`config.mk`:
```
export PLATFORM = sky130hd
export DESIGN_NAME = hex_display_bank
export DESIGN_NICKNAME = d
export VERILOG_FILES = /design/src/rtl/hex_disp_pkg.sv /design/src/rtl/hex7seg_decode.sv /design/src/rtl/hex_display_bank.sv
export SDC_FILE = /design/constraint.sdc
export NUM_CORES = 1
export LEC_CHECK = 0
export BUFFER_PORTS_ARGS = -buffer_cell sky130_fd_sc_hd__buf_2
export CORE_UTILIZATION = 31
export DETAILED_ROUTE_END_ITERATION = 7
export HOLD_SLACK_MARGIN = 0.06
export PLACE_DENSITY = 0.49
export SKIP_CTS_REPAIR_TIMING = 1
export SLEW_MARGIN = 30
export SYNTH_ARGS = -nofsm -noshare
export SYNTH_HDL_FRONTEND = slang
export SYNTH_HIERARCHICAL = 1
export SYNTH_SLANG_ARGS = --single-unit
```
`constraint.sdc`:
```
create_clock -name clk -period 2.8 [get_ports clk]
set_input_delay 0.56 -clock clk [delete_from_list [all_inputs] [get_ports clk]]
set_output_delay 0.56 -clock clk [all_outputs]
set_load 0.1 [all_outputs]
```
`src/rtl/hex_disp_pkg.sv`:
```
// rtl/hex_disp_pkg.sv - shared seven-segment constants and lookup
// Segment words are active-low, bit0 = a ... bit6 = g.
package hex_disp_pkg;

   typedef logic [6:0] seg_t;

   localparam seg_t SEG_BLANK = 7'h7F;

   // Index 15 is written first so SEG_TABLE[n] yields the glyph for nibble n.
   localparam logic [15:0][6:0] SEG_TABLE = {
      7'h0E, 7'h06, 7'h21, 7'h46,   // F E d C
      7'h03, 7'h08, 7'h10, 7'h00,   // b A 9 8
      7'h78, 7'h02, 7'h12, 7'h19,   // 7 6 5 4
      7'h30, 7'h24, 7'h79, 7'h40    // 3 2 1 0
   };

   function automatic seg_t seg_lookup(input logic [3:0] nib);
      return SEG_TABLE[nib];
   endfunction

endpackage

```
`src/rtl/hex7seg_decode.sv`:
```
// rtl/hex7seg_decode.sv - combinational nibble to active-low segment decode
// Ports: nibble (in, 4) value to show; seg (out, 7) active-low segments a..g.
module hex7seg_decode
   import hex_disp_pkg::*;
(
   input  logic [3:0] nibble,
   output seg_t       seg
);

   assign seg = seg_lookup(nibble);

endmodule

```
`src/rtl/hex_display_bank.sv`:
```
// rtl/hex_display_bank.sv - multi-digit hex display driver with entry, blanking and blink
// Ports: clk, reset (sync, active-high); clear/load/shift commands with value_in
// and nibble_in; blank_lz and blink_mask display controls; value_out, sticky
// overflow and registered active-low hex_out (digit i at [7i+6:7i]).
module hex_display_bank
   import hex_disp_pkg::*;
#(
   parameter int DIGITS    = 6,
   parameter int BLINK_DIV = 25_000_000
)
(
   input  logic                  clk,
   input  logic                  reset,
   input  logic                  clear,
   input  logic                  load,
   input  logic [4*DIGITS-1:0]   value_in,
   input  logic                  shift,
   input  logic [3:0]            nibble_in,
   input  logic                  blank_lz,
   input  logic [DIGITS-1:0]     blink_mask,
   output logic [4*DIGITS-1:0]   value_out,
   output logic                  overflow,
   output logic [7*DIGITS-1:0]   hex_out
);

   localparam int VW    = 4 * DIGITS;
   localparam int HW    = 7 * DIGITS;
   localparam int CNT_W = $clog2(BLINK_DIV);
   localparam logic [CNT_W-1:0] CNT_MAX = CNT_W'(BLINK_DIV - 1);

   logic [VW-1:0]    value_q, value_d;
   logic             overflow_q, overflow_d;
   logic [CNT_W-1:0] cnt_q, cnt_d;
   logic             phase_q, phase_d;
   logic [HW-1:0]    hex_q, hex_d;

   seg_t             seg [DIGITS];
   logic             upper_zero;
   logic [DIGITS-1:0] blank;

   // Value register and overflow flag; priority clear > load > shift.
   always_comb begin
      value_d    = value_q;
      overflow_d = overflow_q;
      if (clear) begin
         value_d    = '0;
         overflow_d = 1'b0;
      end else if (load) begin
         value_d    = value_in;
         overflow_d = 1'b0;
      end else if (shift) begin
         // Truncating cast drops the old top digit; also covers DIGITS = 1.
         value_d = VW'({value_q, nibble_in});
         if (value_q[VW-1 -: 4] != 4'h0) begin
            overflow_d = 1'b1;
         end
      end
   end

   // Free-running blink timer, independent of the value commands.
   always_comb begin
      cnt_d   = cnt_q + CNT_W'(1);
      phase_d = phase_q;
      if (cnt_q == CNT_MAX) begin
         cnt_d   = '0;
         phase_d = ~phase_q;
      end
   end

   for (genvar g = 0; g < DIGITS; g++) begin : g_dec
      hex7seg_decode u_dec (
         .nibble (value_q[4*g +: 4]),
         .seg    (seg[g])
      );
   end

   // Walk from the top digit down; upper_zero stays set while every digit
   // seen so far is zero. Digit 0 never takes the leading-zero blank.
   always_comb begin
      hex_d      = '0;
      blank      = '0;
      upper_zero = 1'b1;
      for (int i = DIGITS - 1; i >= 0; i--) begin
         upper_zero = upper_zero & (value_q[4*i +: 4] == 4'h0);
         blank[i]   = (blank_lz & upper_zero & (i != 0)) | (blink_mask[i] & phase_q);
         hex_d[7*i +: 7] = blank[i] ? SEG_BLANK : seg[i];
      end
   end

   always_ff @(posedge clk) begin
      if (reset) begin
         value_q    <= '0;
         overflow_q <= 1'b0;
         cnt_q      <= '0;
         phase_q    <= 1'b0;
         hex_q      <= {DIGITS{SEG_BLANK}};
      end else begin
         value_q    <= value_d;
         overflow_q <= overflow_d;
         cnt_q      <= cnt_d;
         phase_q    <= phase_d;
         hex_q      <= hex_d;
      end
   end

   assign value_out = value_q;
   assign overflow  = overflow_q;
   assign hex_out   = hex_q;

endmodule

```
; Word-level counts from Yosys, hierarchy flattened
; Memories as Yosys holds them, arrays and structs flattened. A register that Yosys moved wholly into a read port is not among the register bits.
; Index checks and enable logic that the tools add are counted.
[word_totals]
register_bits = 51
latchBits = 0
ramBits = 0
mem_bits_ro = 672
input_bits = 40
wordCells = 52
memories = 6
[mem_list]
columns = name, words, width, rd, rd_clocked_by_memory_dff, write_ports, line
row1 = (name not given), 16, 7, 1, 1, 0, hex_disp_pkg.sv:18  ; return SEG_TABLE[nib];
row2 = (name not given), 16, 7, 1, 1, 0, hex_disp_pkg.sv:18
row3 = (name not given), 16, 7, 1, 1, 0, hex_disp_pkg.sv:18
row4 = (name not given), 16, 7, 1, 1, 0, hex_disp_pkg.sv:18
row5 = (name not given), 16, 7, 1, 1, 0, hex_disp_pkg.sv:18
row6 = (name not given), 16, 7, 1, 1, 0, hex_disp_pkg.sv:18
[op_classes]
add_sub_neg = 1
mul = 0
div = 0
n_lt_le_gt_ge = 0
eq_ne = 1
shift = 0
muxes = 2
n_bitwise = 21
n_reduce_logical = 17
[ops]
columns = op, n
row1 = $mux W24, 2
row2 = $add A25 B1 Y25 const B, 1
row3 = $eq A25 B25 Y1 const B, 1
row4 = $logic_not A4 Y1, 5
row5 = $reduce_or A2 Y1, 8
row6 = $and A1 B1 Y1, 15
row7 = $or A1 B1 Y1, 5
row8 = $reduce_bool A4 Y1, 1
row9 = $reduce_or A3 Y1, 1
row10 = $reduce_and A2 Y1, 1
row11 = $reduce_bool A2 Y1, 1
row12 = $not A1 Y1, 1

; Longest topological paths before layout
; Gate-level depths: netlist (run 1).
[logic_depth]
word_depth = 8
mapped_depth = 6

; Hierarchy
; The synthesis (run 1) kept the hierarchy.
[by_module_without_submodules]
columns = module, instances, cells_each, area_each_um2, seq_area_each_um2
row1 = hex_display_bank, 1, 375, 3518.4, 1861.8
row2 = hex7seg_decode (g_dec[0].u_dec ...), 5, 32, 275.3, 0.0
row3 = hex7seg_decode (g_dec[1].u_dec), 1, 35, 247.7, 0.0

; Least setup slack after synthesis (run 1)
; Ideal clock, no wire load.
[synth_path]
kind = register -> register
from = register value_q[8], in the netlist value_out[8]
to = register hex_q[17], in the netlist hex_out[17]
setup_time_ns = 0.123
t_arrival_ns = 2.430
required_time_ns = 2.677
slack_ns = 0.246
path_stages_with_launch = 6
cell_sequence = dfxtp_1 -> inv_1 -> ha_1 -> inv_1 -> mux4_1 -> or2_2
[synth_between]
elab_chain_len = 5
[synth_lines]
columns = item, line
row1 = start: declaration, hex_display_bank.sv:31  ; logic [VW-1:0] value_q, value_d;
row2 = start signal: assignment, hex_display_bank.sv:98  ; value_q <= value_d;
row3 = $logic_not A4 Y1, hex_display_bank.sv:84  ; upper_zero = upper_zero & (value_q[4*i +: 4] == 4'h0);
row4 = $and A1 B1 Y1, hex_display_bank.sv:84
row5 = $and A1 B1 Y1, hex_display_bank.sv:85  ; blank[i] = (blank_lz & upper_zero & (i != 0)) | (blink_mask[i] & phase_q);
row6 = $or A1 B1 Y1, hex_display_bank.sv:85
row7 = $reduce_or A2 Y1 (no source line), -
row8 = end: declaration, hex_display_bank.sv:35  ; logic [HW-1:0] hex_q, hex_d;
; Parallel ways exist; a longest one is shown, timed or not.
; A chain may end at the register's enable or synchronous reset.

; Worst setup path in the final report (run 1)
[layout_path]
from = register value_q[15], in the netlist value_out[15]
to = output value_out[15]
[layout_rtl]
columns = item, line
row1 = end: declaration, hex_display_bank.sv:21  ; output logic [4*DIGITS-1:0] value_out,
; No word-level cell between the ends.

==> results.ini, run 1 <==
[placed_design]
place_ws_ns = 0.558
gp_congestion = 0.763
dp_hpwl_um = 9040
port_buffers = 106
placed_cells = 870

[route]
drt_iter0_markers = 144
remaining_drc_errors = 0
ant_nets = 0
drtPass1Iterations = 5
routedWlPerCell_um = 14.1
vias_per_cell = 4.84
wl_um = 12400
num_vias = 4279

[worst_setup_path]
crit_end = value_out[15]
required_ns = 2.24
endpoint_kind = output pin
path_buf_inv = 1
slowest_stage = dfxtp_1
r2r-start = value_out[20]
critPathMaxFanout = 16
rr_worst_depth = 4
critPathKind = reg -> out
critPathArrivalTime_ns = 1.68
cp_top_family = flip-flops
worstSetupStartpoint = value_out[15]
cpPeakStageDelay_ns = 0.76
cp_num_cells = 1
reg2reg_slack_ns = 0.56
worst_setup_path_start_kind = register
reg2reg_to = hex_out[20]
path_cells = buf_2

[power_and_ir_drop]
peakVddDrop_mv = 0.320
switching_power_w = 0.00122
power_frac_seq_pct = 42.7
clockPowerShare_pct = 32.0
p_total_w = 0.00339
internal-power_w = 0.00217
combPwrFrac_pct = 25.3
leakagePower_nw = 2.55
power_density_nw_per_um2 = 558
switching_share_pct = 36.0

[sta]
timing.final.ws_setup_ns = 0.561
slew_violations = 0
fmax_mhz = 447
setup_tns_ns = 0
slew_headroom_pct = 45.9
hold_viol_final = 0
fin_skew_ns = 0.0104
timing.final.crit_period_ns = 2.24
rsz0062_at_grt = false
setup_viol = 0
tightest_slew_ns = 0.812
min_period_over_period_pct = 80.0

[cells_and_area]
fillCellCount = 1656
utilization_pct = 37.8
final_layout_size_suffix_gt1_share_pct = 23.5
num_antenna_cells = 0
syn_to_final_growth_pct = 18.1
layoutNonFillerInstCount = 884
nets = 748

[cts]
clkLatencyLatePin_ns = 0.35
h-tree-depth = 3
cts_tree = done
clkSlewWorstSetupHoldPaths_ns = 0.06
cts_made_buffers = 9
cts-root-buf = clkbuf_16
clock-sinks = 93
cts.path.max_buffers = 2

[global_routing]
grt_pass1_wl_um = 19800
grt.total_usage_pct = 15.1
antenna_found_initial = 1
gr-total-overflow = 0
first_global_vias = 3883
grt_start_max_net_pins = 50

[min_path]
min_path_type = in -> reg

[synth]
synth_fp_nets = 653
synth_warnings = 6
netlist_area_sq_um = 5140
synth_cells = 570
synth_seq_cells = 93
ys_seq_area_share_pct = 36.2
synth_area_leaders = dfxtp_1, ha_1, mux2i_1, nor2_1, a21oi_1
synth_ff_type = dfxtp_1
netlist.area_leader.share_pct = 36.2
async_flop_share_pct = 0
synth_edf_count = 0
postSynthAreaPerCell_sq_um = 9.02
synth_commonest_cells = dfxtp_1, nor2_1, a21oi_1, mux2i_1, ha_1
synth.distinct_cells = 49
synth_top_area_cell = dfxtp_1
synth_most_common_cell = dfxtp_1

[job]
maxCapViolations = 0

[floorplan]
start_util_pct = 32.0
die_x_um = 131
io-pin-count = 107
coreArea_sq_um = 16100
fp-row-count = 46
fp.dieH_um = 131
dieArea_sq_um = 17100

[run_status]
status = complete, no violations

==> cells in the final DEF (no fill, tap or decap), types with 2 or more instances in the layout <==
cell type / count
buf_2: 106
clkbuf_1: 3
nor2_1: 90
xor2_1: 5
mux2i_1: 45
or3_1: 6
mux4_1: 5
and4_1: 2
or4_1: 6
nor4_1: 9
ha_1: 43
mux2_2: 6
o21ai_1: 2
nand4_1: 7
clkbuf_16: 9
nor3_1: 3
inv_1: 23
xnor2_1: 9
nand2_1: 19
a32o_1: 5
or2_2: 16
a22o_1: 10
dfxtp_1: 93
nand2b_1: 29
a21oi_1: 45
and2b_2: 5
o31ai_1: 5
buf_4: 7
o21ai_0: 19
nand3_1: 9
a31oi_1: 2
or3b_1: 5
o22ai_1: 2
==> flip-flops by register name (all words and copies together) (netlist names) <==
register,flops
cnt_q,25
hex_out,42
overflow,1
phase_q,1
value_out,24
==> cell families after synthesis <==
kind of cell / count (synthesis) / share of synthesized area [%]
simple gates: 215 / 21.9
compound gates: 97 / 11.4
flops: 93 / 36.2
mux: 56 / 12.6
buf+inv: 52 / 5.01
fa+ha+maj: 43 / 10.5
xor+xnor: 14 / 2.38
==> how the worst min path moves through the flow <==
stage	startpoint	end	cells after the start
floorplan	cnt_q[24]	cnt_q[24]	2
global placement	cnt_q[24]	cnt_q[24]	2
detailed placement	cnt_q[24]	cnt_q[24]	2
CTS	value_in[12]	value_out[12]	3
global route	value_in[5]	value_out[5]	3
finish	value_in[18]	value_out[18]	3
==> power by group through the flow <==
stage          Combinational, W  Clock (W)  Sequential (W)
6_report               0.000857    0.00109         0.00145
5_1_grt                0.000903    0.00118         0.00146
3_3_place_gp           0.000857          0         0.00148
3_5_place_dp           0.000860          0         0.00148
4_1_cts                0.000862    0.00112         0.00145
2_1_floorplan          0.000221          0         0.00196
==> final cells by class <==
| class | instances | area, sq um | area share, % |
|---|---|---|---|
| timing repair buffer | 113 | 583 | 9.60 |
| multi-input combinational | 425 | 3020 | 49.8 |
| clock inverter | 2 | 12.5 | 0.206 |
| inverter | 23 | 86.3 | 1.42 |
| sequential | 93 | 1860 | 30.7 |
| clock buffer | 12 | 236 | 3.89 |
| tap | 216 | 270 | 4.45 |
==> per-layer routing <==
metal	vias up	track usage (%)	share of wire, %
met5	-	0	0.064
met1	1986	19.2	46
li1	2158	-	-
met2	110	23.4	45
met4	2	7.30	2.4
met3	23	4.07	6.3
==> per-stage QoR <==
| step | hold slack, ns | area (sq um) |
|---|---|---|
| 2_1_floorplan | 0.441 | 5140 |
| 3_3_place_gp | 0.457 | 5820 |
| 3_5_place_dp | 0.461 | 5820 |
| 4_1_cts | 0.432 | 6070 |
| 5_1_grt | 0.454 | 6070 |
| 6_report | 0.444 | 6070 |
Note: power is estimated with default switching activity, not from simulation.
==> run 2: changes to the inputs <==
--- a/config.mk
+++ b/config.mk
@@ -9,7 +9,7 @@
 export CORE_UTILIZATION = 31
 export DETAILED_ROUTE_END_ITERATION = 7
 export HOLD_SLACK_MARGIN = 0.06
-export PLACE_DENSITY = 0.49
+export PLACE_DENSITY = 0.51
 export SKIP_CTS_REPAIR_TIMING = 1
 export SLEW_MARGIN = 30
 export SYNTH_ARGS = -nofsm -noshare
==> constraint.sdc (replaced) <==
create_clock -name clk -period 2.01 [get_ports clk]
set_input_delay 0.402 -clock clk [delete_from_list [all_inputs] [get_ports clk]]
set_output_delay 0.402 -clock clk [all_outputs]
set_load 0.1 [all_outputs]
==> run 2 against run 1 <==
Compared with the run above:
- clock skew fell by 0.0038 ns
- combinational power increased by 44%
- die area unchanged
- count of clock-buffer cells in the layout unchanged
- final area grew 3.7%
- non-clock buffer count is 18 higher
- power grew 45%
- worst hold slack lost 0.16 ns
- first-iteration DRC count rose by 15%
- largest cell class unchanged
- largest power group unchanged
==> results.ini, run 2 (same netlist as run 1, synthesis figures left out) <==
[global_routing]
antenna_found_initial = 1
grt_pass1_wl_um = 19800
first_global_vias = 4045
gr-total-overflow = 0
grt.total_usage_pct = 15.1
grt_start_max_net_pins = 50

[worst_setup_path]
critPathKind = reg -> out
r2r-start = cnt_q[3]
slowest_stage = dfxtp_1
worst_setup_path_start_kind = register
required_ns = 1.61
path_buf_inv = 1
path_cells = buf_2
cpPeakStageDelay_ns = 0.61
endpoint_kind = output pin
critPathMaxFanout = 16
worstSetupStartpoint = value_out[6]
cp_top_family = flip-flops
critPathArrivalTime_ns = 1.48

[route]
vias_per_cell = 4.79
drtPass1Iterations = 4
remaining_drc_errors = 0
wl_um = 12600
num_vias = 4328
routedWlPerCell_um = 13.9
drt_iter0_markers = 165
ant_nets = 0

[cells_and_area]
syn_to_final_growth_pct = 22.5
final_common_cell = buf_2
nets = 766
final_layout_size_suffix_gt1_share_pct = 28.1
largest_reg_flops = 42
fillCellCount = 1631
final_cell_area_sq_um = 6300
layout_common_cells = buf_2, nor2_1, dfxtp_1

[run_status]
status = complete, no violations

[power_and_ir_drop]
p_total_w = 0.00491
power_density_nw_per_um2 = 779
leakagePower_nw = 2.67
peakVddDrop_mv = 0.458

[min_path]
min_path_type = in -> reg
worstHoldStart = value_in[3]

[sta]
fmax_mhz = 532
min_period_over_period_pct = 93.6
setup_viol = 0
timing.final.ws_setup_ns = 0.129
fin_skew_ns = 0.00652
timing.final.crit_period_ns = 1.88
slew_headroom_pct = 63.5
tightest_slew_ns = 0.548
hold_viol_final = 0
slew_violations = 0
hold_slack_ns = 0.284

[placed_design]
place_ws_ns = 0.0858
place_area_sq_um = 6000
port_buffers = 106
dp_hpwl_um = 9340
gp_congestion = 0.776

[floorplan]
start_util_pct = 32.0
coreArea_sq_um = 16100
dieArea_sq_um = 17100
fp.dieH_um = 131
fp-row-count = 46
die_x_um = 131
io-pin-count = 107

[cts]
clock-sinks = 93
clkLatencyLatePin_ns = 0.35
h-tree-depth = 3
cts_tree = done
clkSlewWorstSetupHoldPaths_ns = 0.06
cts_made_buffers = 9
cts.path.max_buffers = 2
cts-root-buf = clkbuf_16

[job]
maxCapViolations = 0

==> run 2: cell types whose count changed in the layout (fill, tap and decap cells not counted), sizes merged <==
cell,change
bufinv,+1
clkinvlp,-1
diode,+1
buf,+18
==> run 2: worst min-delay path, delay by kind of cell <==
kind	cells	cell delay [ns]
buf+inv	1	0.07
simple gates	1	0.07
compound gates	1	0.05
==> run 2: area by class of cell <==
| type | instances | area (sq um) | share of cell area [%] |
|---|---|---|---|
| multi-input combinational | 425 | 3030 | 48.2 |
| sequential | 93 | 1880 | 29.8 |
| timing repair buffer | 131 | 746 | 11.8 |
| tap | 216 | 270 | 4.29 |
| clock buffer | 12 | 246 | 3.91 |
| inverter | 23 | 86.3 | 1.37 |
| clock inverter | 2 | 35.0 | 0.556 |
| antenna | 1 | 2.50 | 0.0397 |
==> run 2: final timing paths <==
check	cells after the start	endpoint	slack [ns]
hold / removal	3	value_out[3]	0.28
setup reg to reg	4	cnt_q[21]	0.15
setup / recovery	1	value_out[6]	0.13
hold reg to reg	1	cnt_q[0]	0.48
==> run 2: routing by layer <==
metal	global-route usage [%]	wire length, um	up-vias	part of all wire, %
met4	6.63	207	0	1.6
met1	18.9	5950	2031	47
met2	25.3	5900	85	47
met5	0	0	-	0
met3	2.93	539	13	4.3
li1	-	-	2199	-
==> run 2: through the flow <==
step	utilization [%]	instances	TNS, ns
2_1_floorplan	-	570	-0.110
3_3_place_gp	37.4	887	0
3_5_place_dp	37.4	887	0
4_1_cts	39.1	901	0
5_1_grt	39.2	902	-0.00262
6_report	39.2	903	0
==> run 2: where the power goes <==
group,total (W),leakage (nW),switching [W],internal (W)
combinational,0.00123,1.76,0.000954,0.000274
sequential,0.00201,0.772,0.0000668,0.00195
clock,0.00167,0.139,0.000684,0.000983
total,0.00491,2.67,0.00171,0.00320
